<file path="src/rtl/issue_fifo_if.sv">
// Issue-queue bus between the schedule stage / execution pipe and one issue_fifo.
// The master side pushes cells, accepts the head and may flush; the slave is the FIFO.
interface issue_fifo_if #(
    parameter int DEPTH  = 8,
    parameter int DATA_W = 32
);
    localparam int CW = $clog2(DEPTH) + 1;

    logic              flush;
    logic              wr_en;
    logic [DATA_W-1:0] wr_data;
    logic              full;
    logic              almost_full;
    logic              empty;
    logic [CW-1:0]     count;
    logic              out_valid;
    logic [DATA_W-1:0] out_data;
    logic              out_ready;
    logic              overflow;

    modport master (
        output flush, wr_en, wr_data, out_ready,
        input  full, almost_full, empty, count, out_valid, out_data, overflow
    );

    modport slave (
        input  flush, wr_en, wr_data, out_ready,
        output full, almost_full, empty, count, out_valid, out_data, overflow
    );
endinterface

</file>
<file path="src/rtl/issue_fifo.sv">
// Per-pipe in-order issue queue of reservation-station cells with first-word-fall-through
// head, registered occupancy flags and a sticky overflow flag. DATA_W is $bits(res_st_cell_t).
module issue_fifo #(
    parameter int DEPTH    = 8,
    parameter int AF_LEVEL = DEPTH - 1,
    parameter int DATA_W   = 32
) (
    input  logic         clk,
    input  logic         rst_n,
    issue_fifo_if.slave  fifo
);
    localparam int PW = $clog2(DEPTH);
    localparam int CW = PW + 1;
    localparam logic [CW-1:0] DEPTH_CNT = CW'(DEPTH);
    localparam logic [CW-1:0] AF_CNT    = CW'(AF_LEVEL);

    logic [DATA_W-1:0] mem [DEPTH];

    logic [PW-1:0] wr_ptr_reg, wr_ptr_next;
    logic [PW-1:0] rd_ptr_reg, rd_ptr_next;
    logic [CW-1:0] count_reg, count_next;
    logic          overflow_reg, overflow_next;

    logic              full_int;
    logic              empty_int;
    logic              push;
    logic              pop;
    logic [DATA_W-1:0] head_word;

    assign full_int  = (count_reg == DEPTH_CNT);
    assign empty_int = (count_reg == '0);

    // push looks only at registered full, so out_ready never reaches full combinationally
    assign push = fifo.wr_en && !full_int;
    assign pop  = !empty_int && fifo.out_ready;

    always_comb begin
        wr_ptr_next   = wr_ptr_reg;
        rd_ptr_next   = rd_ptr_reg;
        count_next    = count_reg;
        overflow_next = overflow_reg;
        if (fifo.flush) begin
            wr_ptr_next   = '0;
            rd_ptr_next   = '0;
            count_next    = '0;
            overflow_next = 1'b0;
        end else begin
            if (push) begin
                wr_ptr_next = wr_ptr_reg + PW'(1);
            end
            if (pop) begin
                rd_ptr_next = rd_ptr_reg + PW'(1);
            end
            if (push && !pop) begin
                count_next = count_reg + CW'(1);
            end else if (pop && !push) begin
                count_next = count_reg - CW'(1);
            end
            if (fifo.wr_en && full_int) begin
                overflow_next = 1'b1;
            end
        end
    end

    always_ff @(posedge clk or negedge rst_n) begin
        if (!rst_n) begin
            wr_ptr_reg   <= '0;
            rd_ptr_reg   <= '0;
            count_reg    <= '0;
            overflow_reg <= 1'b0;
        end else begin
            wr_ptr_reg   <= wr_ptr_next;
            rd_ptr_reg   <= rd_ptr_next;
            count_reg    <= count_next;
            overflow_reg <= overflow_next;
        end
    end

    // Storage carries no reset; stale words are hidden by the empty mask below.
    always_ff @(posedge clk) begin
        if (push && !fifo.flush) begin
            mem[wr_ptr_reg] <= fifo.wr_data;
        end
    end

    assign head_word = mem[rd_ptr_reg];

    for (genvar gi = 0; gi < DATA_W; gi++) begin : g_head_mask
        assign fifo.out_data[gi] = head_word[gi] & ~empty_int;
    end

    assign fifo.full        = full_int;
    assign fifo.almost_full = (count_reg >= AF_CNT);
    assign fifo.empty       = empty_int;
    assign fifo.count       = count_reg;
    assign fifo.out_valid   = !empty_int;
    assign fifo.overflow    = overflow_reg;
endmodule

</file>
<file path="src/flat_wrapper.sv">
// flat-port wrapper written by rule: the top's interface ports become plain ports
module issue_fifo_flat 
#(
    parameter int DEPTH    = 8,
    parameter int AF_LEVEL = DEPTH - 1,
    parameter int DATA_W   = 32
)
  (clk, rst_n, fifo_flush, fifo_wr_en, fifo_wr_data, fifo_out_ready, fifo_full, fifo_almost_full, fifo_empty, fifo_count, fifo_out_valid, fifo_out_data, fifo_overflow);
  issue_fifo_if #(.DEPTH(DEPTH), .DATA_W(DATA_W)) fifo_i ();
  input  logic clk;
  input  logic rst_n;
  input wire logic [$bits(fifo_i.flush)-1:0] fifo_flush;
  input wire logic [$bits(fifo_i.wr_en)-1:0] fifo_wr_en;
  input wire logic [$bits(fifo_i.wr_data)-1:0] fifo_wr_data;
  input wire logic [$bits(fifo_i.out_ready)-1:0] fifo_out_ready;
  output wire logic [$bits(fifo_i.full)-1:0] fifo_full;
  output wire logic [$bits(fifo_i.almost_full)-1:0] fifo_almost_full;
  output wire logic [$bits(fifo_i.empty)-1:0] fifo_empty;
  output wire logic [$bits(fifo_i.count)-1:0] fifo_count;
  output wire logic [$bits(fifo_i.out_valid)-1:0] fifo_out_valid;
  output wire logic [$bits(fifo_i.out_data)-1:0] fifo_out_data;
  output wire logic [$bits(fifo_i.overflow)-1:0] fifo_overflow;
  assign fifo_i.flush = fifo_flush;
  assign fifo_i.wr_en = fifo_wr_en;
  assign fifo_i.wr_data = fifo_wr_data;
  assign fifo_i.out_ready = fifo_out_ready;
  assign fifo_full = fifo_i.full;
  assign fifo_almost_full = fifo_i.almost_full;
  assign fifo_empty = fifo_i.empty;
  assign fifo_count = fifo_i.count;
  assign fifo_out_valid = fifo_i.out_valid;
  assign fifo_out_data = fifo_i.out_data;
  assign fifo_overflow = fifo_i.overflow;
  issue_fifo #(.DEPTH(DEPTH), .AF_LEVEL(AF_LEVEL), .DATA_W(DATA_W)) u_core (.clk(clk), .rst_n(rst_n), .fifo(fifo_i));
endmodule
</file>
<file path="config.mk">
export PLATFORM = sky130hd
export DESIGN_NAME = issue_fifo_flat
export DESIGN_NICKNAME = d
export VERILOG_FILES = /design/src/rtl/issue_fifo_if.sv /design/src/rtl/issue_fifo.sv /design/src/flat_wrapper.sv
export SDC_FILE = /design/constraint.sdc
export NUM_CORES = 1
export LEC_CHECK = 0
export CELL_PAD_IN_SITES_DETAIL_PLACEMENT = 0
export CELL_PAD_IN_SITES_GLOBAL_PLACEMENT = 1
export CORE_UTILIZATION = 51
export CTS_CLUSTER_DIAMETER = 60
export CTS_CLUSTER_SIZE = 40
export DETAILED_ROUTE_END_ITERATION = 6
export PLACE_DENSITY = 0.79
export SLEW_MARGIN = 10
export SYNTH_ARGS = -nofsm -noshare
export SYNTH_HDL_FRONTEND = slang
export SYNTH_SLANG_ARGS = --single-unit
</file>
<file path="constraint.sdc">
create_clock -name clk -period 4.3 [get_ports clk]
set_input_delay 0.43 -clock clk [delete_from_list [all_inputs] [get_ports clk]]
set_output_delay 0.43 -clock clk [all_outputs]
set_load 0.005 [all_outputs]
</file>
Word-level counts from Yosys, hierarchy flattened
Memory sizes are Yosys's and may differ from the RTL's. Cells that the tools add are included.

RAM bits: 256. Input port bits: 37. Output and inout port bits: 41. Word-level logic and storage cells: 71. Memories kept: 1. Register bits after elaboration: 11.

Memories: u_core.mem (depth 8, bits a word 32, rd ports 1, clocked after Yosys merged registers in 0, wr ports 1, RTL line issue_fifo.sv:17) `logic [DATA_W-1:0] mem [DEPTH];`.

Add/sub/neg operators: 4. Bitwise gates (word level): 33. Order comparisons: 1. Eq/ne operators: 1. Mux-type cells: 11. Reductions and logical operators: 16.

Operators by type and width (number): bitwise AND 1 bit (32); two-way mux 3 bit (4); two-way mux 4 bit (3); adder 3 x 1 -> 3 bit, second input constant (2); logical AND 1 bit (6); nonzero test 2 bit (3); zero test 1 bit (5); adder 4 x 1 -> 4 bit, second input constant (1); equality test 4 bit, second input constant (1); greater-or-equal comparator 4 x 3 -> 1 bit, second input constant (1); zero test 4 bit (1); two-way mux 1 bit (4); subtractor 4 x 1 -> 4 bit, second input constant (1); nonzero test 3 bit (1); NOT 1 bit (1).

Depth between registers and ports, before layout
Word-level depth: 8. Depth in mapped cells: 9. Gate-level depth less buffers: 8.

Least setup slack after synthesis
OpenSTA, ideal clock, no wires.

Path kind: reg2reg. Start: register u_core.count_reg[3], in the netlist u_core.fifo.count[3]. End: memory u_core.mem[0][0], enable pin. Arrival time: 3503 ps. Cell stages (with the launch flop): 6. Data required time: 3839 ps. Path slack: 336 ps. Period minus slack after synthesis: 3964 ps. Path buffers: 1. Library setup time: 461 ps. Cell sequence: dfrtp_1 or4b_1 buf_2 inv_2 or4_1 nor3_1.

Longest elaborated chain between the ends: 6.

RTL lines: start, declared (RTL line issue_fifo.sv:21) `logic [CW-1:0] count_reg, count_next;`; start signal, assigned (RTL line issue_fifo.sv:74) `count_reg <= count_next;`; equality test 4 bit (RTL line issue_fifo.sv:30) `assign full_int = (count_reg == DEPTH_CNT);`; via fifo_full (RTL line flat_wrapper.sv:16) `output wire logic [$bits(fifo_i.full)-1:0] fifo_full;`; zero test 1 bit (RTL line issue_fifo.sv:34) `assign push = fifo.wr_en && !full_int;`; logical AND 1 bit (RTL line issue_fifo.sv:34); logical AND 1 bit (RTL line issue_fifo.sv:81) `if (push && !fifo.flush) begin`; two-way mux 1 bit (RTL line issue_fifo.sv:81); two-way mux 1 bit (not written as such) (RTL line issue_fifo.sv:82) `mem[wr_ptr_reg] <= fifo.wr_data;`; end, declared (RTL line issue_fifo.sv:17).

The timed path passes the listed nets, and every way through them passes these cells.

Worst setup path in the final report
Start: register u_core.rd_ptr_reg[0]. End: output port fifo_out_data[27].

Longest elaborated chain between the ends: 2.

RTL lines: start, declared (RTL line issue_fifo.sv:20) `logic [PW-1:0] rd_ptr_reg, rd_ptr_next;`; start signal, assigned (RTL line issue_fifo.sv:73) `rd_ptr_reg <= rd_ptr_next;`; memory (8 x 32 bit); bitwise AND 1 bit (RTL line issue_fifo.sv:89) `assign fifo.out_data[gi] = head_word[gi] & ~empty_int;`; end, declared (RTL line flat_wrapper.sv:21) `output wire logic [$bits(fifo_i.out_data)-1:0] fifo_out_data;`.

No other way between the ends.

==> results_dict.tcl <==
set metrics [dict create \
    fin_hold_ws_ns 0.2607 \
    cts_max_path_buffers 3 \
    grt_usage_pct 18.96 \
    status "finished clean" \
    max_stage_delay_ns 0.75 \
    area_growth_pct 17.73 \
    cts_sinks 267 \
    worst_setup_path_start_kind "flop" \
    worstPathRequired_ns 3.87 \
    firstDrtPassIters 5 \
    diodes 0 \
    cts-buffers-inserted 18 \
    yosysWarnings 0 \
    routed_wl_um 19320 \
    numPlacedInstances 827 \
    die-area_um2 21000 \
    worst_pin_slew_ns 0.9049 \
    finalHoldViolCount 0 \
    wire_per_inst_um 22.49 \
    vias 4967 \
    place_area_um2 11620 \
    start_util_pct 52.83 \
    num_rows 51 \
    synth_top_area_share_pct 73.79 \
    ys.flop_type "edfxtp_1" \
    cts_tree "built" \
    drc 0 \
    yosysMostFrequentCell "edfxtp_1" \
    die_h_um 144.9 \
    cp_cell_sequence "buf_4 -> mux4_2 -> mux2i_1 -> nor2_1 -> clkdlybuf4s50_1" \
    p_leak_nw 3.795 \
    dr.first_iter.drc_count 286 \
    drtAntennaViolNets 0 \
    design_area_um2 12260 \
    insertion_delay_ns 0.51 \
    cellPowerDensity_nw_per_um2 553.6 \
    path_max_fanout 25 \
    fmax_ghz 0.2908 \
    io_buffers 77 \
    r2r_cells 5 \
    relSlewSlack_pct 39.53 \
    critPathBufInv 2 \
    rsz0062_at_grt "no" \
    antenna_found_initial 0 \
    cap_violations 0 \
    cp_slowest_cell "dfrtp_4" \
    htree_levels 1 \
    cts_hold_buf 0 \
    gp_congestion 0.8108 \
    final_cells 859 \
    peakVddDrop_mv 0.4876 \
    core-area_um2 19720 \
    worstSetupEndpointType "output port" \
    syn_nets 532 \
    post_cts_buffers 0 \
    synth_commonest_cells "edfxtp_1 (256), mux4_2 (64), nor2_1 (48)" \
    avgViaCountPerCell 5.782 \
    syn_inst 490 \
    cp_top_family "buffers and inverters" \
    setup_viol 0 \
    dp_hpwl_um 11430 \
    cp.arrival_ns 3.01 \
    clock-root-buffer "clkbuf_16" \
    fin_crit_ns 3.439 \
    clk_pin_slew_ns 0.09 \
    yosysSeqAreaShare_pct 76.44 \
    synth_edf_count 256 \
    crit_type "flop to output port" \
    synth_seq_cells 267 \
    drive_above_1_share_pct 21.89 \
    ios 78 \
    finalCritPeriodShare_pct 79.98 \
    synthTopCellsByArea "edfxtp_1 (74%), mux4_2 (14%), mux2i_1 (3.3%), dfrtp_1 (2.6%), nor2_1 (1.7%)" \
    finish.utilization_pct 62.20 \
    die_x_um 144.9 \
    cts-resized-gates 0 \
    setup_tns_ns 0 \
    slew_violations 0 \
    largest_reg_flops 256 \
    r2r_slack_ns 1.44 \
    syn_area_um2 10420 \
    crit_start "u_core.rd_ptr_reg[0]" \
    grt_overflow 0 \
    grt_pass1_wl_um 30280 \
    yosys.area.top_type "edfxtp_1" \
    grt_max_degree 34 \
    nNetsFinal 624 \
    timing.rr.start "u_core.fifo.count[1]" \
    timing.rr.end "u_core.mem[4][7]" \
    yosysUniqueCellTypes 36 \
    synth.avg_cell_area_um2 21.26 \
    async_flop_share_pct 4.120 \
    skew_ns 0.01645 \
    first_global_vias 5207 \
    hp-class "input port to async pin" \
]
[area by class of cell]
cell class	count	area (um2)
sequential	267	7969
fill	1367	7453
multi-input combinational	193	2387
timing repair buffer	96	913.4
clock buffer	19	475.5
tap	265	331.6
clock inverter	13	165.2
inverter	6	22.52
[cells in the final DEF, fill, tap and decap left out, drive strengths merged, types with 2 or more instances in the layout]
cell type	netlist	routed
edfxtp	256	256
clkdlybuf4s50	0	77
mux4	64	64
nor2	48	48
mux2i	34	34
clkbuf	9	19
buf	15	19
inv	6	12
dfrtp	11	11
nand2	6	6
nand2b	4	4
a21oi	4	4
ha	4	4
clkinvlp	0	4
xor2	3	3
xnor2	3	3
nor3	3	3
clkinv	0	3
nand3	2	2
o311ai	2	2
o221ai	2	2
[worst max-delay path by stage]
stage	cells after the start	endpoint
after floorplan	5	u_core.mem[0][0]
after detailed placement	5	u_core.mem[4][7]
final	5	fifo_out_data[27]
after global routing	5	fifo_out_data[5]
after CTS	5	fifo_out_data[27]
after global placement	5	u_core.mem[4][0]
[metrics by stage]
stage / setup WS [ns] / power [mW]
4_1_cts: 0.7445 / 6.865
5_1_grt: 0.6231 / 7.100
6_report: 0.8607 / 6.789
2_1_floorplan: 0.3358 / 4.206
3_3_place_gp: 1.068 / 5.017
3_5_place_dp: 0.9832 / 5.050
[kinds of logic after synthesis]
kind of cell,share of synthesized area [%]
buffers and inverters,1.177
multiplexers,17.10
flip-flops,76.44
AO/OA/AOI/OAI,1.165
adder cells (fa/ha/maj),0.6726
AND/OR/NAND/NOR,2.943
XOR/XNOR,0.5045
[worst reg2reg max path: stages, from the launching register on]
cell	delay, ns
dfrtp_1	0.53
or4b_1	0.33
inv_2	0.08
or4_1	0.60
nor2_4	0.76
buf_4	0.29
[routing by layer]
layer | part of all wire [%] | GRT usage, % | vias to the layer above
met5 | 0 | 0 | -
met4 | 1.5 | 3.617 | 0
met3 | 5.1 | 2.736 | 25
met2 | 50 | 31.56 | 129
met1 | 43 | 27.06 | 2628
li1 | - | - | 2185
[where the power goes]
group / internal (mW) / total (mW) / switching (mW)
logic: 1.06 / 1.85 / 0.793
clock network: 0.877 / 1.83 / 0.951
registers: 2.96 / 3.11 / 0.149
No activity file was read; power rests on OpenSTA's default activity.
